[config.mk]
export PLATFORM = sky130hd
export DESIGN_NAME = led_frame_writer
export DESIGN_NICKNAME = d
export VERILOG_FILES = /design/src/rtl/led_pkg.sv /design/src/rtl/led_color_pack.sv /design/src/rtl/led_frame_writer.sv
export SDC_FILE = /design/constraint.sdc
export NUM_CORES = 1
export LEC_CHECK = 0
export CAP_MARGIN = 10
export CELL_PAD_IN_SITES_DETAIL_PLACEMENT = 1
export CELL_PAD_IN_SITES_GLOBAL_PLACEMENT = 1
export CORE_MARGIN = 2
export CORE_UTILIZATION = 30
export CTS_CLUSTER_SIZE = 24
export DETAILED_ROUTE_END_ITERATION = 8
export PLACE_DENSITY_LB_ADDON = 0.1
export SLEW_MARGIN = 20
export SYNTH_ARGS = -nofsm -noshare
export SYNTH_HDL_FRONTEND = slang
export SYNTH_SLANG_ARGS = --single-unit
[constraint.sdc]
create_clock -name ctrl_clk -period 2.9 [get_ports ctrl_clk]
set_input_delay 0.435 -clock ctrl_clk [delete_from_list [all_inputs] [get_ports ctrl_clk]]
set_output_delay 0.435 -clock ctrl_clk [all_outputs]
set_load 0.03 [all_outputs]
[src/rtl/led_pkg.sv]
// ---------------------------------------------------------------------------
// led_pkg
// Shared definitions for the LED frame writer slice: panel geometry, the
// channel write mask presented to the panel driver, the writer state
// encoding and the 8-bit to INPUT_DEPTH-bit channel packing helper.
//
// Optional feature macro used by files that import this package:
//    LED_FRAME_WRITER_BRIGHTNESS_EN
// ---------------------------------------------------------------------------
package led_pkg;

   // Geometry of a single panel; the line width scales with the chain length
   localparam int PANEL_W_BASE = 64;
   localparam int PANEL_ROWS   = 64;

   // Only R, G and B memories are ever written; the fourth lane stays masked
   localparam logic [3:0] WR_MASK_RGB = 4'b0111;

   typedef enum logic [1:0] {
      IDLE   = 2'd0,
      STREAM = 2'd1,
      CLEAR  = 2'd2
   } state_e;

   // Keep the top 'depth' bits of every 8-bit channel and right-align them in
   // their byte lane; bits above 'depth' are forced to zero. Plain truncation,
   // no rounding, so a full-scale channel maps to the full-scale code.
   function automatic logic [23:0] packChannels(input logic [23:0] color,
                                                input int          depth);
      logic [23:0] result;
      result = '0;
      for (int k = 0; k < 3; k++) begin
         for (int b = 0; b < 8; b++) begin
            if (b < depth) begin
               result[k*8 + b] = color[k*8 + (8 - depth) + b];
            end
         end
      end
      return result;
   endfunction

endpackage

[src/rtl/led_color_pack.sv]
// ---------------------------------------------------------------------------
// led_color_pack
// Converts a 24-bit {R,G,B} colour into the packed video-memory word: each
// channel truncated to INPUT_DEPTH bits in the low end of its byte. Purely
// combinational; the caller supplies the pipeline registers. One instance is
// shared by the pixel stream and the clear-fill path.
//
// Ports:
//    i_color       24-bit {R[7:0],G[7:0],B[7:0]} input colour
//    i_brightness  8-bit brightness scale (only with LED_FRAME_WRITER_BRIGHTNESS_EN)
//    o_packed      24-bit packed video-memory word
//
// Macro: LED_FRAME_WRITER_BRIGHTNESS_EN adds the brightness scaling stage
// (ch*brightness)>>8 ahead of the truncation.
// ---------------------------------------------------------------------------
module led_color_pack
   #(parameter int INPUT_DEPTH = 6)
   (
      input  logic [23:0] i_color,
`ifdef LED_FRAME_WRITER_BRIGHTNESS_EN
      input  logic [7:0]  i_brightness,
`endif
      output logic [23:0] o_packed
   );

   import led_pkg::*;

   logic [23:0] w_scaled;

`ifdef LED_FRAME_WRITER_BRIGHTNESS_EN
   // Scale each channel by brightness/256; a brightness of 255 therefore
   // knocks one code off any non-zero channel, which is the intended formula
   always_comb begin
      w_scaled = '0;
      for (int k = 0; k < 3; k++) begin
         w_scaled[k*8 +: 8] = 8'((16'(i_color[k*8 +: 8]) * 16'(i_brightness)) >> 8);
      end
   end
`else
   assign w_scaled = i_color;
`endif

   assign o_packed = packChannels(w_scaled, INPUT_DEPTH);

endmodule

[src/rtl/led_frame_writer.sv]
// ---------------------------------------------------------------------------
// led_frame_writer
// Upstream stage of the LED panel driver (ctrl_clk domain). Turns a raster
// pixel stream into one video-memory write per accepted beat, offers a
// hardware clear that fills the whole memory with one colour, and flags
// frame completion and stream synchronisation problems.
//
// Ports:
//    ctrl_clk     clock
//    reset        synchronous, active-high reset
//    s_valid      pixel beat valid
//    s_ready      beat accepted when s_valid & s_ready (combinational)
//    s_sof        beat is pixel (row 0, col 0)
//    s_data       pixel {R[7:0],G[7:0],B[7:0]}
//    clear_req    one-cycle request to fill memory with clear_color
//    clear_color  fill colour, captured when clear_req is accepted
//    brightness   8-bit scale (only with LED_FRAME_WRITER_BRIGHTNESS_EN)
//    ctrl_en      write strobe to the panel driver
//    ctrl_wr      channel write mask, 4'b0111 while ctrl_en is high
//    ctrl_addr    {row[5:0], col} zero-extended to 16 bits
//    ctrl_wdat    packed colour, INPUT_DEPTH bits per byte lane
//    busy         writer is not idle
//    frame_done   one-cycle pulse the cycle after the last pixel's write
//    sync_err     one-cycle pulse on a resync or a discarded beat
//
// Macro: LED_FRAME_WRITER_BRIGHTNESS_EN adds the brightness port and one
// extra pipeline stage on the write path (write lands at N+2 instead of N+1).
// ---------------------------------------------------------------------------
module led_frame_writer
   #(
      parameter int CHAINED     = 2,
      parameter int INPUT_DEPTH = 6
   )
   (
      input  logic        ctrl_clk,
      input  logic        reset,
      input  logic        s_valid,
      output logic        s_ready,
      input  logic        s_sof,
      input  logic [23:0] s_data,
      input  logic        clear_req,
      input  logic [23:0] clear_color,
`ifdef LED_FRAME_WRITER_BRIGHTNESS_EN
      input  logic [7:0]  brightness,
`endif
      output logic        ctrl_en,
      output logic [3:0]  ctrl_wr,
      output logic [15:0] ctrl_addr,
      output logic [23:0] ctrl_wdat,
      output logic        busy,
      output logic        frame_done,
      output logic        sync_err
   );

   import led_pkg::*;

   localparam int SB     = $clog2(CHAINED);
   localparam int CW     = 6 + SB;
   localparam int LINE_W = PANEL_W_BASE * CHAINED;

   localparam logic [CW-1:0] COL_LAST = CW'(LINE_W - 1);
   localparam logic [5:0]    ROW_LAST = 6'(PANEL_ROWS - 1);

   localparam logic [1:0] ST_IDLE   = 2'(IDLE);
   localparam logic [1:0] ST_STREAM = 2'(STREAM);
   localparam logic [1:0] ST_CLEAR  = 2'(CLEAR);

   logic [1:0]    r_state;
   logic [CW-1:0] r_col;
   logic [5:0]    r_row;
   logic [23:0]   r_clearColor;

   logic [1:0]    w_nextState;
   logic [CW-1:0] w_nextCol;
   logic [5:0]    w_nextRow;
   logic [CW-1:0] w_wrCol;
   logic [5:0]    w_wrRow;
   logic [15:0]   w_wrAddr;
   logic          w_wrEn;
   logic          w_wrFromClear;
   logic          w_wrLast;
   logic          w_wrErr;
   logic [23:0]   w_srcColor;

   logic          w_accept;
   logic          w_clearAccept;
   logic          w_atLineEnd;
   logic          w_atFrameEnd;
   logic          w_atOrigin;

   logic          w_outEn;
   logic [15:0]   w_outAddr;
   logic          w_outLast;
   logic          w_outErr;
   logic [23:0]   w_packed;

   logic          r_ctrlEn;
   logic [15:0]   r_ctrlAddr;
   logic [23:0]   r_ctrlWdat;
   logic          r_wrLast;
   logic          r_syncErr;
   logic          r_frameDone;

   // A pending clear request steals the cycle from the stream, and nothing
   // is taken from upstream while the fill is running
   assign s_ready       = (r_state != ST_CLEAR) && !clear_req;
   assign w_accept      = s_valid && s_ready;
   assign w_clearAccept = clear_req && (r_state != ST_CLEAR);

   assign w_atLineEnd  = (r_col == COL_LAST);
   assign w_atFrameEnd = w_atLineEnd && (r_row == ROW_LAST);
   assign w_atOrigin   = (r_col == '0) && (r_row == '0);

   // Next-state and write-request decode. Stream and clear both walk the
   // same row-major raster counter, so the advance logic is shared; the only
   // differences are where the colour comes from and whether the final pixel
   // raises frame_done.
   always_comb begin
      w_nextState   = r_state;
      w_nextCol     = r_col;
      w_nextRow     = r_row;
      w_wrEn        = 1'b0;
      w_wrCol       = r_col;
      w_wrRow       = r_row;
      w_wrFromClear = 1'b0;
      w_wrLast      = 1'b0;
      w_wrErr       = 1'b0;

      case (r_state)
         ST_IDLE: begin
            if (w_clearAccept) begin
               w_nextState = ST_CLEAR;
               w_nextCol   = '0;
               w_nextRow   = '0;
            end else if (w_accept) begin
               if (s_sof) begin
                  w_wrEn      = 1'b1;
                  w_wrCol     = '0;
                  w_wrRow     = '0;
                  w_nextCol   = CW'(1);
                  w_nextRow   = '0;
                  w_nextState = ST_STREAM;
               end else begin
                  w_wrErr = 1'b1;
               end
            end
         end

         ST_STREAM: begin
            if (w_clearAccept) begin
               w_nextState = ST_CLEAR;
               w_nextCol   = '0;
               w_nextRow   = '0;
            end else if (w_accept) begin
               w_wrEn = 1'b1;
               if (s_sof && !w_atOrigin) begin
                  w_wrCol   = '0;
                  w_wrRow   = '0;
                  w_nextCol = CW'(1);
                  w_nextRow = '0;
                  w_wrErr   = 1'b1;
               end else if (w_atFrameEnd) begin
                  w_wrLast    = 1'b1;
                  w_nextCol   = '0;
                  w_nextRow   = '0;
                  w_nextState = ST_IDLE;
               end else if (w_atLineEnd) begin
                  w_nextCol = '0;
                  w_nextRow = r_row + 6'd1;
               end else begin
                  w_nextCol = r_col + CW'(1);
               end
            end
         end

         ST_CLEAR: begin
            w_wrEn        = 1'b1;
            w_wrFromClear = 1'b1;
            if (w_atFrameEnd) begin
               w_nextCol   = '0;
               w_nextRow   = '0;
               w_nextState = ST_IDLE;
            end else if (w_atLineEnd) begin
               w_nextCol = '0;
               w_nextRow = r_row + 6'd1;
            end else begin
               w_nextCol = r_col + CW'(1);
            end
         end

         default: begin
            w_nextState = ST_IDLE;
            w_nextCol   = '0;
            w_nextRow   = '0;
         end
      endcase
   end

   assign w_wrAddr   = 16'({w_wrRow, w_wrCol});
   assign w_srcColor = w_wrFromClear ? r_clearColor : s_data;

   // Raster state and the captured fill colour; the colour is latched on
   // acceptance so the requester may change clear_color during the fill
   always_ff @(posedge ctrl_clk) begin
      if (reset) begin
         r_state      <= ST_IDLE;
         r_col        <= '0;
         r_row        <= '0;
         r_clearColor <= '0;
      end else begin
         r_state <= w_nextState;
         r_col   <= w_nextCol;
         r_row   <= w_nextRow;
         if (w_clearAccept) begin
            r_clearColor <= clear_color;
         end
      end
   end

`ifdef LED_FRAME_WRITER_BRIGHTNESS_EN
   logic          r_pEn;
   logic [15:0]   r_pAddr;
   logic [23:0]   r_pColor;
   logic          r_pLast;
   logic          r_pErr;

   // Extra stage so the multiply in the colour packer sits between two
   // registers; all write-side flags travel with the colour to stay aligned
   always_ff @(posedge ctrl_clk) begin
      if (reset) begin
         r_pEn    <= 1'b0;
         r_pAddr  <= '0;
         r_pColor <= '0;
         r_pLast  <= 1'b0;
         r_pErr   <= 1'b0;
      end else begin
         r_pEn    <= w_wrEn;
         r_pAddr  <= w_wrAddr;
         r_pColor <= w_srcColor;
         r_pLast  <= w_wrLast;
         r_pErr   <= w_wrErr;
      end
   end

   led_color_pack #(.INPUT_DEPTH(INPUT_DEPTH)) uColorPack (
      .i_color      (r_pColor),
      .i_brightness (brightness),
      .o_packed     (w_packed)
   );

   assign w_outEn   = r_pEn;
   assign w_outAddr = r_pAddr;
   assign w_outLast = r_pLast;
   assign w_outErr  = r_pErr;
`else
   led_color_pack #(.INPUT_DEPTH(INPUT_DEPTH)) uColorPack (
      .i_color  (w_srcColor),
      .o_packed (w_packed)
   );

   assign w_outEn   = w_wrEn;
   assign w_outAddr = w_wrAddr;
   assign w_outLast = w_wrLast;
   assign w_outErr  = w_wrErr;
`endif

   // Output register stage; address and data are zeroed on idle cycles so
   // the driver bus stays quiet. frame_done is delayed one more cycle from
   // the final write so it lands strictly after that write strobe.
   always_ff @(posedge ctrl_clk) begin
      if (reset) begin
         r_ctrlEn    <= 1'b0;
         r_ctrlAddr  <= '0;
         r_ctrlWdat  <= '0;
         r_wrLast    <= 1'b0;
         r_syncErr   <= 1'b0;
         r_frameDone <= 1'b0;
      end else begin
         r_ctrlEn    <= w_outEn;
         r_ctrlAddr  <= w_outEn ? w_outAddr : 16'h0000;
         r_ctrlWdat  <= w_outEn ? w_packed  : 24'h000000;
         r_wrLast    <= w_outEn && w_outLast;
         r_syncErr   <= w_outErr;
         r_frameDone <= r_wrLast;
      end
   end

   assign ctrl_en    = r_ctrlEn;
   assign ctrl_wr    = r_ctrlEn ? WR_MASK_RGB : 4'b0000;
   assign ctrl_addr  = r_ctrlAddr;
   assign ctrl_wdat  = r_ctrlWdat;
   assign busy       = (r_state != ST_IDLE);
   assign frame_done = r_frameDone;
   assign sync_err   = r_syncErr;

endmodule

* Word level (Yosys, flattened, before mapping) *
Index checks and enable logic that the tools add are counted.

storage, ports and cells
  register bits = 83
  input bits = 53
  word-level logic and storage cells = 99

operators by class
  $add $sub $neg = 2
  equality and inequality tests = 9
  multiplexer cells = 59
  bitwise gates (word level) = 1
  reductions and logical operators = 16

operators with widths
  kind                                                  number
  two-way mux 7 bit                                     14
  two-way mux 6 bit                                     12
  two-way mux 24 bit                                    1
  one-hot mux 7 bit (3 select lines)                    1
  one-hot mux 6 bit (3 select lines)                    1
  two-way mux 1 bit                                     17
  two-way mux 2 bit                                     7
  one-hot mux 7 bit (2 select lines)                    1
  inequality test 3 bit (second input constant)         4
  one-hot mux 6 bit (2 select lines)                    1
  adder 7 x 1 -> 7 bit (second input constant)          1
  equality test 7 bit (second input constant)           1
  logical AND 1 bit                                     7
  logical NOT 7 bit                                     1
  adder 6 x 1 -> 6 bit (second input constant)          1
  equality test 6 bit (second input constant)           1
  logical NOT 6 bit                                     1
  one-hot mux 2 bit (3 select lines)                    1
  AND reduction 4 bit                                   1
  two-way mux 3 bit                                     1
  one-hot mux 1 bit (3 select lines)                    1
  AND reduction 3 bit                                   1
  equality test 2 x 1 -> 1 bit (second input constant)  1
  equality test 2 bit (second input constant)           1
  7 further kinds                                       8

* Depth between registers and ports, before layout *
Gate-level depths: netlist of run 1.

  depth after elaboration = 9
  mapped depth = 8

* Modules after synthesis *
A second synthesis of run 1 with hierarchy kept.

second synthesis, totals
  cell total of the unflattened synthesis = 386
  area total of the unflattened synthesis = 3453.3 µm²

by module, submodules not included
  module            instances  cells each  area an instance (µm²)  seq. area each (µm²)
  led_frame_writer  1          361         3269.4                  1601.5
  led_color_pack    1          25          183.9                   0.0

* Worst setup path after synthesis of run 1 *
No wires, ideal clock.

  kind = register to output
  from = register r_state[1]
  to = output s_ready
  data arrival time = 1.476 ns
  data required time = 2.465 ns
  setup slack = 0.989 ns
  cell stages (with the launch flop) = 6
  cells stage by stage = dfxtp_1 -> clkbuf_1 -> nor2b_1 -> clkbuf_1 -> buf_1 -> nor2_1

between the ends
  word-level cells in the longest chain between the ends = 2

RTL lines
  element                 RTL line                 RTL
  start, declared         led_frame_writer.sv:68   logic [1:0] r_state;
  start signal, assigned  led_frame_writer.sv:211  r_state <= w_nextState;
  inequality test 2 bit   led_frame_writer.sv:106  assign s_ready = (r_state != ST_CLEAR) && !clear_req;
  logical AND 1 bit       led_frame_writer.sv:106
  end, declared           led_frame_writer.sv:38   output logic s_ready,

Every way passes these cells.

* Final worst setup path of run 1 *
  from = input clear_req
  to = output s_ready

between the ends
  word-level cells in the longest chain between the ends = 2

RTL lines
  element            RTL line                 RTL
  start, declared    led_frame_writer.sv:41   input logic clear_req,
  logical NOT 1 bit  led_frame_writer.sv:106
  logical AND 1 bit  led_frame_writer.sv:106

Every way passes these cells.

==> results of run 1 <==
==> power by group through the flow <==
stage / Combinational [uW] / Clock (uW) / Sequential (uW)
floorplan: 157 / 0 / 1030
global placement: 306 / 0 / 1010
detailed placement: 309 / 0 / 1010
CTS: 311 / 837 / 985
global route: 336 / 887 / 990
finish: 308 / 806 / 985
==> area by class of cell <==
class / instances / area share [%]
clock buffer: 11 / 3.623
sequential: 68 / 34.88
multi-input combinational: 258 / 33.34
tap: 111 / 3.559
inverter: 7 / 0.6733
timing repair buffer: 90 / 22.38
clock inverter: 5 / 1.539
==> critical path, delay by kind of cell <==
family | cells | cell delay, ns
buffers and inverters | 3 | 1.48
AND/OR/NAND/NOR | 1 | 0.10
==> worst max-delay path by stage <==
stage / start / endpoint / slack (ns) / depth (start not counted)
after floorplan: r_state[1]$_SDFFE_PP0P_ / s_ready / 0.99 / 5
after global placement: clear_req / r_col[4]$_SDFFE_PP0P_ / 0.47 / 6
after detailed placement: clear_req / r_col[4]$_SDFFE_PP0P_ / 0.42 / 6
after CTS: clear_req / s_ready / 0.45 / 4
after global routing: r_col[0]$_SDFFE_PP0P_ / r_col[4]$_SDFFE_PP0P_ / 0.27 / 7
final: clear_req / s_ready / 0.45 / 4
==> layer usage <==
metal | GRT usage (%) | vias to the layer above
met5 | 0 | -
met4 | 6.549 | 0
met3 | 4.003 | 10
met2 | 26.24 | 61
met1 | 21.05 | 1235
li1 | - | 1337
==> synth_stat cells, drive strengths merged, types with 2 or more instances <==
library cell  instances  area [sq um]
a31oi                 5         31.28
nand2                96         360.4
or4                   2         15.01
nand4                 3         18.77
a211oi                3         22.52
nor4                  3         18.77
buf                  18         120.1
o21ai                 9         45.04
nand2b                3         18.77
or2                   4         25.02
nor2b                 3         18.77
nand3                12         60.06
o21a                  2         15.01
nor2                 10         37.54
o31a                  2         17.52
dfxtp                68          1361
o41ai                 2         17.52
nor3                  7         35.03
or3                   2         12.51
a21oi                46         230.2
clkbuf               16         60.06
ha                    4         50.05
inv                   7         26.28
and3                  2         12.51
and2                 16         100.1
==> cell families (layout without fill, tap and decap cells) <==
| kind of cell | count (synthesis) | count (layout) |
|---|---|---|
| other | 1 | 10 |
| adders and majority gates | 4 | 4 |
| AOI/OAI and AO/OA | 75 | 75 |
| buffers and inverters | 41 | 113 |
| and+or+nand+nor | 169 | 169 |
| DFF | 68 | 68 |
==> flip-flops by register name, summed over array words and instances, names as in the netlist <==
register	cells
r_state	2
r_col	7
ctrl_en	1
frame_done	1
r_row	6
ctrl_wdat	18
r_clearColor	18
sync_err	1
r_wrLast	1
ctrl_addr	13
==> stage by stage <==
| step | cell area (sq um) | hold slack, ns | total power (uW) | utilization, % | std cells |
|---|---|---|---|---|---|
| after global placement | 3701 | 0.4434 | 1312 | 40.24 | 534 |
| after CTS | 3902 | 0.4550 | 2133 | 42.44 | 550 |
| after floorplan | 2869 | 0.4138 | 1185 | - | 367 |
| after detailed placement | 3701 | 0.4262 | 1316 | 40.24 | 534 |
| after global routing | 3902 | 0.4790 | 2214 | 42.44 | 550 |
| final | 3902 | 0.4495 | 2099 | 42.44 | 550 |
==> flow_summary.ini, run 1 <==
[floorplanning]
std_cell_rows = 35
ios = 102
die_x_um = 101.2
initial_core_util_pct = 30.83
fp.coreArea_sq_um = 9196
dieArea_sq_um = 10240
die_h_um = 101.2

[setup_path]
regToRegStartpoint = r_col[0]$_SDFFE_PP0P_
cp_slowest_stage_delay_ns = 0.71
critPathCaptureType = primary output
critical-path-slowest-cell = clkdlybuf4s50_1
r2r_cells = 7
reg2reg_slack_ns = 0.48
start_kind = input port
critPathKind = input port to primary output
cp.arrival_ns = 2.01
worst_path_most_repeated_cell = clkdlybuf4s50_1
cp_data_required_time_ns = 2.47
r2r_end = r_col[4]$_SDFFE_PP0P_
crit_path_max_fanout = 7
cp_cell_sequence = clkdlybuf4s50_1 > buf_4 > nor2_1 > clkdlybuf4s50_1

[sta]
period_minus_slack_ns = 2.449
tns_ns = 0
fin_worst_skew_ns = 0.01128
worst_pin_slew_ns = 0.6463
finalSetupViolCount = 0
hold_viol_final = 0
drv_slew = 0
finalCritPeriodShare_pct = 84.45
setup_ws_ns = 0.4508
slew_headroom_pct = 56.81
max_freq_mhz = 408.3
rsz0062_at_grt = no

[drt]
drc_errors = 0
routedWlPerCell_um = 14.55
first_pass_iters = 4
wl_met1_mm = 3.765
wl_met3_um = 366
ant_nets = 0
viasPerCell = 4.805
num_vias = 2643
drtIter0Drc = 92
drt-total-wl_mm = 8.001
dr_wl_met2_mm = 3.737
top_layer = met4

[logic_synthesis]
synth_adder_area_share_pct = 1.765
synth_top_family_by_area = simple AND/OR/NAND/NOR gates
synthMuxAreaShare_pct = 0
synth_flop_cell = dfxtp_1
synth_compound_area_share_pct = 15.14
yosysSeqAreaShare_pct = 48.01
synth-edff-count = 0
synth_cells = 358
synth_area_per_cell_sq_um = 7.920
synthesis.area_sq_um = 2835
ys_seq_elements = 68
synthSimpleGateAreaFrac_pct = 27.67
synth-xor-area-share_pct = 0
yosys_warnings = 0
synthArstFlopShare_pct = 0
synthDistinctLibCells = 40

[clock_tree]
h-tree-depth = 3
cts_buffer_depth = 2
post_cts_buffers = 0
clock_sinks = 68
insertion_delay_ns = 0.35
cts_hold_buffers = 0
clkTransAtPathRegs_ns = 0.07
ctsResizeCount = 0
cts-buffers-inserted = 9
cts_tree = built
root_buffer = clkbuf_8

[hold_path]
min_to = frame_done$_SDFF_PP0_
hold_depth = 1
min-delay-start = r_wrLast$_SDFF_PP0_
hold_class = register to register

[layout]
diodes = 0
fin_nets = 491
area.sequential_sq_um = 1361
drive_gt1_share_pct = 7.289
final_cell_mix = nand2_1, clkdlybuf4s50_1, dfxtp_1
nFillCells = 1113
areaGrowthSynthToFinish_pct = 37.64
final_common_cell = nand2_1
multiInputGateArea_sq_um = 1301

[placement]
place_ws_ns = 0.4203
hpwl_mm = 5.720
place.port_buffers = 79
place.gp.congestion = 0.7952

[power_and_ir_drop]
power_density_nw_per_um2 = 537.8
switching_share_pct = 27.62
power.combinational.fraction_pct = 14.7
vdd_drop_max_v = 0.0002242
power.leakage_uw = 0.001440
p_sw_uw = 579.6
p_int_uw = 1519
p_seq_share_pct = 46.9
pwr-share-clk_pct = 38.4

[run_status]
status = finished clean

[global_route]
first_global_vias = 2595
grt_pass1_wl_mm = 12.92
grtUsageTotal_pct = 16.31
overflow = 0
antenna_found_initial = 0
grt_max_degree = 19

[run]
cap_violations = 0
(Power assumes the default switching activity.)
==> inputs of run 2 (changes only) <==
==> constraint.sdc (replaced) <==
create_clock -name ctrl_clk -period 2.29 [get_ports ctrl_clk]
set_input_delay 0.3435 -clock ctrl_clk [delete_from_list [all_inputs] [get_ports ctrl_clk]]
set_output_delay 0.3435 -clock ctrl_clk [all_outputs]
set_load 0.03 [all_outputs]
==> flow_summary.ini, run 2 (synthesized netlist as in run 1, its figures left out) <==
[hold_path]
min-delay-start = r_wrLast$_SDFF_PP0_
hold_depth = 1
hold_class = register to register
min_to = frame_done$_SDFF_PP0_

[floorplanning]
die_h_um = 101.2
die_x_um = 101.2
initial_core_util_pct = 30.83
ios = 102
fp.coreArea_sq_um = 9196
dieArea_sq_um = 10240
std_cell_rows = 35

[global_route]
grt_pass1_wl_mm = 13.16
grt_max_degree = 19
antenna_found_initial = 0
overflow = 0
grtUsageTotal_pct = 16.55
first_global_vias = 2673

[setup_path]
cp_data_required_time_ns = 1.95
r2r_cells = 8
critPathCaptureType = primary output
reg2reg_slack_ns = 0.23
worst_path_most_repeated_cell = clkdlybuf4s50_1
regToRegStartpoint = r_col[1]$_SDFFE_PP0P_
r2r_end = r_col[4]$_SDFFE_PP0P_
critPathKind = input port to primary output
cp_cell_sequence = clkdlybuf4s50_1 > buf_4 > nor2_1 > clkdlybuf4s50_1
start_kind = input port
critical-path-slowest-cell = clkdlybuf4s50_1
crit_path_max_fanout = 11
cp.arrival_ns = 1.79
cp_slowest_stage_delay_ns = 0.71

[layout]
drive_gt1_share_pct = 9.821
final_cell_mix = nand2_1, clkdlybuf4s50_1, dfxtp_1
areaGrowthSynthToFinish_pct = 41.66
nFillCells = 1114
fin_nets = 500
final_common_cell = nand2_1
instances_no_fill = 559
stdcell_area_sq_um = 4016
diodes = 0

[clock_tree]
cts-buffers-inserted = 9
h-tree-depth = 3
cts_hold_buffers = 0
cts_buffer_depth = 2
clock_sinks = 68
cts_tree = built
root_buffer = clkbuf_8
insertion_delay_ns = 0.34
clkTransAtPathRegs_ns = 0.07

[sta]
rsz0062_at_grt = no
period_minus_slack_ns = 2.130
tns_ns = 0
hold_viol_final = 0
worst_pin_slew_ns = 0.7535
slew_headroom_pct = 49.77
drv_slew = 0
finalCritPeriodShare_pct = 92.99
fin_worst_skew_ns = 0.01357
finalSetupViolCount = 0
max_freq_mhz = 469.6
hold_ws_ns = 0.4552

[placement]
place.gp.congestion = 0.8152
place_area_sq_um = 3769
place.port_buffers = 79
hpwl_mm = 5.919
dpl.cell_count = 543

[run_status]
status = finished clean

[run]
cap_violations = 0

[drt]
drt-total-wl_mm = 8.241
drc_errors = 0
routedWlPerCell_um = 14.74
viasPerCell = 4.807
num_vias = 2687
drtIter0Drc = 85
first_pass_iters = 4
ant_nets = 0

[power_and_ir_drop]
vdd_drop_max_v = 0.0002691
power.leakage_uw = 0.001504
power_density_nw_per_um2 = 711.1
finalPower_uw = 2856
==> run 2: changes by cell type in the layout (fill, tap and decap cells not counted), sizes merged <==
cell | previous run | this run
buf | 11 | 20
clkbuf | 11 | 10
bufinv | 1 | 3
clkinv | 2 | 1
==> run 2: worst max-delay path by stage <==
stage,start,to,slack [ns],depth (start not counted)
5_1_grt,r_col[1]$_SDFFE_PP0P_,r_col[4]$_SDFFE_PP0P_,0.02,8
2_1_floorplan,r_col[0]$_SDFFE_PP0P_,r_col[4]$_SDFFE_PP0P_,0.43,7
4_1_cts,r_state[1]$_SDFFE_PP0P_,s_ready,0.09,3
3_3_place_gp,clear_req,r_col[4]$_SDFFE_PP0P_,0.1,6
6_report,clear_req,s_ready,0.16,4
3_5_place_dp,clear_req,r_col[4]$_SDFFE_PP0P_,0.07,6
==> run 2: power breakdown <==
part | internal, uW | switching (uW) | leakage (uW)
clock network | 726 | 482 | 0.000117
registers | 1220 | 24.3 | 0.000554
logic | 171 | 229 | 0.000834
total | 2120 | 735 | 0.00150
==> run 2: worst max-delay path: cells and delay by family <==
kind                   cells  cell delay, ns
buffers and inverters      3            1.33
AND/OR/NAND/NOR            1            0.11
==> run 2: metrics by stage <==
| step | util, % | setup WS (ns) |
|---|---|---|
| 2_1_floorplan | - | 0.4275 |
| 3_3_place_gp | 40.98 | 0.09752 |
| 3_5_place_dp | 40.98 | 0.06968 |
| 4_1_cts | 43.58 | 0.08591 |
| 5_1_grt | 43.67 | 0.02337 |
| 6_report | 43.67 | 0.1605 |
==> run 2: what timing repair did <==
item,CTS,global route
resized for setup,0,3
buffers inserted,0,0
endpoints found under the setup margin,0,2
==> run 2: cell type report <==
cell class                 count  area, sq um  area share [%]
clock buffer                  10        127.6           3.178
clock inverter                 6        111.4           2.773
inverter                       7        26.28          0.6542
multi-input combinational    258         1308           32.55
sequential                    68         1364           33.96
tap                          111        138.9           3.458
timing repair buffer          99        940.9           23.43
==> run 2: layer usage <==
metal | vias to the layer above | wire length [um] | global-route usage [%]
met5 | - | 0 | 0
met4 | 0 | 108 | 5.821
met3 | 7 | 313 | 3.658
met2 | 62 | 3941 | 27.05
met1 | 1272 | 3877 | 21.58
li1 | 1346 | - | -
==> inputs of run 3 (changes only) <==
--- a/config.mk
+++ b/config.mk
@@ -13,7 +13,6 @@
 export CTS_CLUSTER_SIZE = 24
 export DETAILED_ROUTE_END_ITERATION = 8
 export PLACE_DENSITY_LB_ADDON = 0.1
-export SLEW_MARGIN = 20
 export SYNTH_ARGS = -nofsm -noshare
 export SYNTH_HDL_FRONTEND = slang
 export SYNTH_SLANG_ARGS = --single-unit
==> results of run 3 <==
Same layout as run 2: the final DEF is identical, and so are final timing and power.
